### config.mk
export PLATFORM = sky130hd
export DESIGN_NAME = mux8_rr_arbiter_flat
export DESIGN_NICKNAME = d
export VERILOG_FILES = /design/src/rtl/mux8_rr_arbiter_pkg.sv /design/src/rtl/mux8_rr_arbiter_if.sv /design/src/rtl/mux8_rr_arbiter_rr_pick8.sv /design/src/rtl/mux8_rr_arbiter.sv /design/src/flat_wrapper.sv
export SDC_FILE = /design/constraint.sdc
export NUM_CORES = 1
export LEC_CHECK = 0
export ABC_CLOCK_PERIOD_IN_PS = 6100
export CAP_MARGIN = 30
export CORE_UTILIZATION = 58
export DETAILED_ROUTE_END_ITERATION = 6
export PLACE_DENSITY = 0.86
export SYNTH_ARGS = -nofsm -noshare
export SYNTH_HDL_FRONTEND = slang
export SYNTH_SLANG_ARGS = --single-unit
### constraint.sdc
create_clock -name clk -period 6.1 [get_ports clk]
set_input_delay 1.83 -clock clk [delete_from_list [all_inputs] [get_ports clk]]
set_output_delay 1.83 -clock clk [all_outputs]
set_load 0.01 [all_outputs]
### src/rtl/mux8_rr_arbiter_pkg.sv
// Shared definitions for the 8-source round-robin arbiter / 8:1 mux.
//   NUM_SRC : number of requesting sources
//   SEL_W   : width of a source index
//   state_t : arbiter FSM state (IDLE, OWNED)
//   onehot  : index -> one-hot grant vector
package mux8_rr_arbiter_pkg;

    localparam int NUM_SRC = 8;
    localparam int SEL_W   = 3;

    typedef enum logic {
        IDLE  = 1'b0,
        OWNED = 1'b1
    } state_t;

    function automatic logic [NUM_SRC-1:0] onehot(input logic [SEL_W-1:0] idx);
        return NUM_SRC'(1) << idx;
    endfunction

endpackage

### src/rtl/mux8_rr_arbiter_if.sv
// Bus between the eight sources and the arbiter.
//   req[7:0]     : request per source (bit i = source i)
//   done         : owner releases its grant
//   data_in[7:0] : data bit per source
//   grant[7:0]   : one-hot grant, zero when idle
//   sel[2:0]     : current or last owner index
//   out          : shared mux output
//   busy         : a grant is held
// The slave modport is the arbiter side; master is the sources' side.
interface mux8_rr_arbiter_if;
    import mux8_rr_arbiter_pkg::*;

    logic [NUM_SRC-1:0] req;
    logic               done;
    logic [NUM_SRC-1:0] data_in;
    logic [NUM_SRC-1:0] grant;
    logic [SEL_W-1:0]   sel;
    logic               out;
    logic               busy;

    modport slave (
        input  req, done, data_in,
        output grant, sel, out, busy
    );

    modport master (
        output req, done, data_in,
        input  grant, sel, out, busy
    );

endinterface

### src/rtl/mux8_rr_arbiter_rr_pick8.sv
// Combinational round-robin picker.
//   req[7:0]   : request vector
//   ptr[2:0]   : index where the search starts (highest priority)
//   winner[2:0]: first set request at or above ptr, wrapping 7 -> 0
//   valid      : at least one request is set (winner meaningful)
module rr_pick8
    import mux8_rr_arbiter_pkg::*;
(
    input  logic [NUM_SRC-1:0] req,
    input  logic [SEL_W-1:0]   ptr,
    output logic [SEL_W-1:0]   winner,
    output logic               valid
);

    // rot[k] is the request of the source k positions after ptr; the
    // index arithmetic wraps naturally because it is SEL_W bits wide.
    logic [SEL_W-1:0]   idx [NUM_SRC];
    logic [NUM_SRC-1:0] rot;

    generate
        for (genvar gi = 0; gi < NUM_SRC; gi++) begin : g_rot
            assign idx[gi] = ptr + SEL_W'(gi);
            assign rot[gi] = req[idx[gi]];
        end
    endgenerate

    // Walk from the far end down so the lowest offset from ptr wins.
    always_comb begin
        winner = ptr;
        valid  = |req;
        for (int k = NUM_SRC - 1; k >= 0; k--) begin
            if (rot[k]) begin
                winner = idx[k];
            end
        end
    end

endmodule

### src/rtl/mux8_rr_arbiter.sv
// Round-robin arbiter for eight sources driving a shared 8:1 mux.
//   clk  : clock, rising edge
//   rst  : synchronous active-high reset
//   bus  : mux8_rr_arbiter_if.slave (req, done, data_in -> grant, sel, out, busy)
// Parameter MAX_HOLD (1..255): longest a single grant may be held, in cycles.
// A grant appears one cycle after the request is seen in IDLE. It is dropped
// on done, on the owner withdrawing its request, or when the hold limit is
// reached. One IDLE cycle always separates two grants.
module mux8_rr_arbiter
    import mux8_rr_arbiter_pkg::*;
#(
    parameter int MAX_HOLD = 16
) (
    input  logic             clk,
    input  logic             rst,
    mux8_rr_arbiter_if.slave bus
);

    localparam logic [7:0] HOLD_LAST = 8'(MAX_HOLD - 1);

    state_t             state_reg;
    logic [SEL_W-1:0]   sel_reg;
    logic [SEL_W-1:0]   ptr_reg;
    logic [7:0]         hold_cnt_reg;
    logic [NUM_SRC-1:0] grant_reg;

    logic [SEL_W-1:0]   pick_idx;
    logic               pick_valid;
    logic               release_now;

    rr_pick8 u_pick (
        .req    (bus.req),
        .ptr    (ptr_reg),
        .winner (pick_idx),
        .valid  (pick_valid)
    );

    // done and the hold limit may coincide; either way it is one release.
    assign release_now = bus.done
                       | ~bus.req[sel_reg]
                       | (hold_cnt_reg == HOLD_LAST);

    always_ff @(posedge clk) begin
        if (rst) begin
            state_reg    <= IDLE;
            sel_reg      <= '0;
            ptr_reg      <= '0;
            hold_cnt_reg <= '0;
            grant_reg    <= '0;
        end else begin
            case (state_reg)
                IDLE: begin
                    if (pick_valid) begin
                        sel_reg      <= pick_idx;
                        grant_reg    <= onehot(pick_idx);
                        hold_cnt_reg <= '0;
                        state_reg    <= OWNED;
                    end
                end
                OWNED: begin
                    if (release_now) begin
                        state_reg <= IDLE;
                        grant_reg <= '0;
                        ptr_reg   <= sel_reg + SEL_W'(1);
                    end else begin
                        hold_cnt_reg <= hold_cnt_reg + 8'd1;
                    end
                end
                default: begin
                    state_reg <= IDLE;
                    grant_reg <= '0;
                end
            endcase
        end
    end

    assign bus.grant = grant_reg;
    assign bus.sel   = sel_reg;
    assign bus.busy  = (state_reg == OWNED);
    // Shared 8:1 mux, forced low whenever nobody owns the bus.
    assign bus.out   = bus.busy ? bus.data_in[sel_reg] : 1'b0;

endmodule

### src/flat_wrapper.sv
// flat-port wrapper written by rule: the top's interface ports become plain ports
module mux8_rr_arbiter_flat import mux8_rr_arbiter_pkg::*;
#(
    parameter int MAX_HOLD = 16
)
  (clk, rst, bus_req, bus_done, bus_data_in, bus_grant, bus_sel, bus_out, bus_busy);
  mux8_rr_arbiter_if bus_i ();
  input  logic clk;
  input  logic rst;
  input wire logic [$bits(bus_i.req)-1:0] bus_req;
  input wire logic [$bits(bus_i.done)-1:0] bus_done;
  input wire logic [$bits(bus_i.data_in)-1:0] bus_data_in;
  output wire logic [$bits(bus_i.grant)-1:0] bus_grant;
  output wire logic [$bits(bus_i.sel)-1:0] bus_sel;
  output wire logic [$bits(bus_i.out)-1:0] bus_out;
  output wire logic [$bits(bus_i.busy)-1:0] bus_busy;
  assign bus_i.req = bus_req;
  assign bus_i.done = bus_done;
  assign bus_i.data_in = bus_data_in;
  assign bus_grant = bus_i.grant;
  assign bus_sel = bus_i.sel;
  assign bus_out = bus_i.out;
  assign bus_busy = bus_i.busy;
  mux8_rr_arbiter #(.MAX_HOLD(MAX_HOLD)) u_core (.clk(clk), .rst(rst), .bus(bus_i));
endmodule
==> results of run 1 <==
## kinds of logic (layout without fill, tap and decap cells)
group | count (synthesis) | count (layout)
adder cells (fa/ha/maj) | 4 | 4
AND/OR/NAND/NOR | 80 | 80
multiplexers | 32 | 32
XOR/XNOR | 10 | 10
buffers and inverters | 17 | 42
flip-flops | 23 | 23
AO/OA/AOI/OAI | 50 | 50
## layout make-up
cell class	count	area, um2
clock buffers	3	22.52
repair buffers	31	310.3
fillers	255	832.0
clock inverters	1	5.005
well taps	44	55.05
inverters	7	26.28
flip-flops and latches	23	460.4
multi-input cells	176	1391
## power groups by stage
stage	sequential [uW]	clock, uW	combinational (uW)
after floorplan	192	0	273
after global routing	209	79.4	386
after global placement	207	0	345
after detailed placement	207	0	350
final	203	71.6	355
after CTS	204	73.1	352
## critical path: stages
cell and delay (ps):
clkdlybuf4s50_1 400, mux4_2 460, mux2i_1 140, nor2b_1 60
clkdlybuf4s50_1 480
## routing by layer
metal,GRT usage,vias up,share of wire
met5,0,-,0
met4,0.05648,0,0.013
met3,0.04329,7,0.065
met2,0.4206,71,0.47
met1,0.3743,842,0.45
li1,-,863,-
## through the flow
stage	util	power [uW]	worst slack, ps	cells
after floorplan	-	464.8	1790	216
after global placement	0.7230	552.1	927.1	281
after detailed placement	0.7230	556.5	902.6	281
after CTS	0.7319	628.4	901.6	285
after global routing	0.7319	674.3	867.1	285
final	0.7319	629.7	907.9	285
## path summary, 6_finish.rpt
check | start | slack (ps) | to
hold reg to reg | u_core.bus.grant[6] | 450 | u_core.bus.grant[6]
setup reg to reg | u_core.ptr_reg[1] | 1940 | u_core.bus.grant[4]
setup / recovery | bus_data_in[7] | 910 | bus_out
hold / removal | u_core.bus.grant[6] | 450 | u_core.bus.grant[6]
## cell usage in the layout (no fill, tap or decap), types with 4 or more instances in the layout
master           Yosys  routed
nor2b_1              9       9
mux4_2              13      13
dfxtp_1             23      23
clkdlybuf4s50_1      0      31
nand2_1             24      24
inv_1                6       6
nand3_1              6       6
ha_1                 4       4
a211oi_1             5       5
mux2i_1             13      13
a21oi_1             10      10
a31oi_1              4       4
xor2_1               7       7
mux2_2               5       5
nor2_1              25      25
==> results.yml, run 1 <==
critical_path:
  endpoint_kind: "output port"
  critical_path_arrival_ps: 3360
  rr_worst_depth: 9
  cp.required_ps: 4270
  crit_fanout: 1
  path_class: "primary input to output port"
  crit_path_start_kind: "primary input"
synthesis:
  synth_top_family_by_area: "multiplexers"
  yosysSeqAreaShare: 0.2388
  synth_commonest_cells: "nor2_1 (25), nand2_1 (24), dfxtp_1 (23)"
  synth_top_area_cell: "dfxtp_1"
  synthFlopType: "dfxtp_1"
  synthSimpleGateAreaFrac: 0.1947
  netlist.area_leader.share: 0.2388
  syn_inst: 216
  ys_ff_latch: 23
  yosys_warnings: 0
  syn_area_per_cell_um2: 8.926
  synth.area.top_cells: "dfxtp_1 (24%), mux4_2 (15%), mux2i_1 (6.7%)"
  synth_xor_area_frac: 0.04543
  synthArstFlopShare: 0
  synth_mux_area_frac: 0.2563
  ys_types: 53
  synth_nets: 239
  synth_edf_count: 0
  syn_area_um2: 1928
  synth-compound-area-share: 0.1992
  synth_fa_ha_area_frac: 0.02596
  yosys.cell_count.top_type: "nor2_1"
detailed_routing:
  antenna_left: 0
  routed_wl_um: 4340
  drt_iter0_drc: 116
  wl_per_cell_um: 15.23
  viasPerCell: 6.256
  route.detailed.drc: 0
  vias: 1783
  dr.pass1.iters: 7
clock_network:
  cts_root_buffer: "clkbuf_4"
  hold_buffers: 0
  cts-resized-gates: 0
  post-cts-setup-buffer-count: 0
  htree_levels: 1
  cts.sinks: 23
  clk_pin_slew_ps: 130
  cts_tree: "built"
  numCtsBuffers: 3
  worst_skew_pair.late_latency_ps: 310
  cts_buffer_depth: 2
final_layout:
  fin_area_um2: 2271
  area_delta_synth_final_pct: 17.78
  final_net_count: 265
  drive_above_1_share: 0.1286
  antenna_cells: 0
timing:
  fin_hold_ws_ps: 454.4
  worst_slew_pin_slew_ps: 919.3
  slew_viol_final: 0
  fin_crit_sh: 0.8512
  finalClockSkew_ps: 1.106
  relSlewSlack: 0.3843
  finalSetupViolCount: 0
  fmax_ghz: 0.1926
  rsz0062_at_grt: "no"
  fin_crit_ps: 5192
  finalHoldViolCount: 0
  fin_setup_tns_ps: 0
pwr:
  combPwrFrac: 0.563
  leakage_uw: 0.0008183
  p_per_area_nw_per_um2: 277.3
  clock_power_share: 0.114
  pwr-share-seq: 0.323
  p_switching_uw: 262.1
  swShare: 0.4162
  p_int_uw: 367.6
  ir_drop_mv: 0.2350
placed_design:
  placed_cell_area_um2: 2243
  gp_congestion: 0.9055
  place.detailed.hpwl_um: 3168
  port_buffers: 31
floorplanning:
  initial_utilization: 0.6214
  num_rows: 20
  boundaryPins: 32
  die_w_um: 59.66
  dieArea_um2: 3559
  die_y_um: 59.66
  core_um2: 3103
hold_path:
  worstHoldPathCells: 2
  hold_path.class: "flip-flop to flip-flop"
global_route:
  overflow: 0
  track_usage: 0.2628
  antenna_found_initial: 0
  grt_pass1_vias: 1468
  grt_max_degree: 22
  grt_pass1_wl_um: 7010
flow_run:
  maxCapViolCount: 0
run_status:
  status: "completed"
Power figures use the tool's default switching activity.
==> run 2, diff against run 1 <==
GPL_TIMING_DRIVEN = 0   (was default)
==> results.yml, run 2 (same netlist as run 1, synthesis figures left out) <==
critical_path:
  max_stage_delay_ps: 470
  path_class: "primary input to output port"
  endpoint_kind: "output port"
  crit_start: "bus_data_in[6]"
  r2r-start: "u_core.ptr_reg[1]"
  worstPathCellList: "clkdlybuf4s50_1, mux4_2, mux2i_1, nor2b_1, clkdlybuf4s50_1"
  crit_fanout: 1
  path_delay_family: "buffers and inverters"
  crit_path_start_kind: "primary input"
  cp.required_ps: 4270
  cpMaxStageDelayCell: "clkdlybuf4s50_1"
  cp.buffers_inverters: 2
  critical_path_arrival_ps: 3350
  crit_top_cell: "clkdlybuf4s50_1"
global_route:
  grt_pass1_vias: 1662
  overflow: 0
  grt_pass1_wl_um: 7465
  grt_max_degree: 14
  track_usage: 0.2773
  antenna_found_initial: 0
clock_network:
  post-cts-setup-buffer-count: 0
  clk_pin_slew_ps: 130
  cts_tree: "built"
  htree_levels: 1
  cts-resized-gates: 0
  cts.sinks: 23
  numCtsBuffers: 3
  worst_skew_pair.late_latency_ps: 320
  cts_buffer_depth: 2
  cts_root_buffer: "clkbuf_4"
  hold_buffers: 0
placed_design:
  place.detailed.hpwl_um: 3381
  port_buffers: 30
  pre_cts_ws_ps: 914.2
  gp_congestion: 0.8805
floorplanning:
  boundaryPins: 32
  dieArea_um2: 3559
  num_rows: 20
  die_y_um: 59.66
  initial_utilization: 0.6214
  core_um2: 3103
  die_w_um: 59.66
timing:
  relSlewSlack: 0.3964
  slew_viol_final: 0
  fin_crit_ps: 5180
  fmax_ghz: 0.1931
  worst_slew_pin_slew_ps: 901.2
  fin_ws_ps: 920.4
  finalClockSkew_ps: 5.315
  rsz0062_at_grt: "no"
  finalHoldViolCount: 0
  fin_setup_tns_ps: 0
  finalSetupViolCount: 0
  fin_crit_sh: 0.8491
final_layout:
  layout_commonest_cell: "clkdlybuf4s50_1"
  final_net_count: 274
  area_delta_synth_final_pct: 19.86
  antenna_cells: 0
  drive_above_1_share: 0.1440
  final_cell_mix: "clkdlybuf4s50_1 (30), nor2_1 (25), nand2_1 (24), dfxtp_1 (23)"
hold_path:
  hold_path.class: "flip-flop to flip-flop"
  min_from: "u_core.bus.grant[6]"
detailed_routing:
  dr.pass1.iters: 4
  viasPerCell: 6.245
  antenna_left: 0
  drt_iter0_drc: 244
  wl_per_cell_um: 15.66
  route.detailed.drc: 0
  vias: 1836
  routed_wl_um: 4604
pwr:
  p_per_area_nw_per_um2: 277.2
  ir_drop_mv: 0.1944
  leakage_uw: 0.0008470
run_status:
  status: "completed"
flow_run:
  maxCapViolCount: 0
[run 2: cell types whose count changed in the layout (fill, tap and decap cells not counted), sizes merged]
cell,change
clkbuf,+4
buf,+6
clkdlybuf4s50,-1
[run 2: layer usage]
layer,track usage,wire length (um),vias up
li1,-,-,882
met1,0.3676,1990,873
met2,0.4698,2287,71
met3,0.04113,239,10
met4,0.07641,87,0
met5,0,0,-
[run 2: worst reg2reg max path, stage by stage, from the launching register on]
cell and delay (ps):
dfxtp_1 350, buf_2 250, clkbuf_1 410, inv_1 220, ha_1 430, buf_2 280, mux4_2 400, a21oi_1 240
nor2b_1 70, a311o_1 320, a31oi_1 730, nand3_1 170, o21ai_0 180
[run 2: worst paths after layout]
path / cells after the start / slack (ps) / to
worst max-delay path: 5 / 920 / bus_out
worst min register to register: 2 / 450 / u_core.bus.grant[6]
worst max register to register: 12 / 1990 / u_core.bus.grant[3]
worst min-delay path: 2 / 450 / u_core.bus.grant[6]
[run 2: power by group]
group          leakage (uW)  switching (uW)  internal, uW
sequential         0.000187            17.8           168
combinational      0.000642             202           180
clock             0.0000177            48.1          24.5
total              0.000847             268           373
[run 2: area by class of cell]
type                       count  area [um2]
sequential                    23       460.4
clock buffer                   3       22.52
fill                         263       792.0
tap                           44       55.05
inverter                       7       26.28
multi-input combinational    176        1391
timing repair buffer          30       300.3
buffer                        10       50.05
clock inverter                 1       5.005
[run 2: metrics by stage]
step	hold slack, ps	util	cells	total power, uW	cell area (um2)
2_1_floorplan	469.5	-	216	464.8	1928
3_3_place_gp	436.0	0.7359	290	560.1	2283
3_5_place_dp	436.3	0.7359	290	565.0	2283
4_1_cts	454.3	0.7448	294	637.1	2311
5_1_grt	480.8	0.7448	294	683.6	2311
6_report	452.4	0.7448	294	640.7	2311
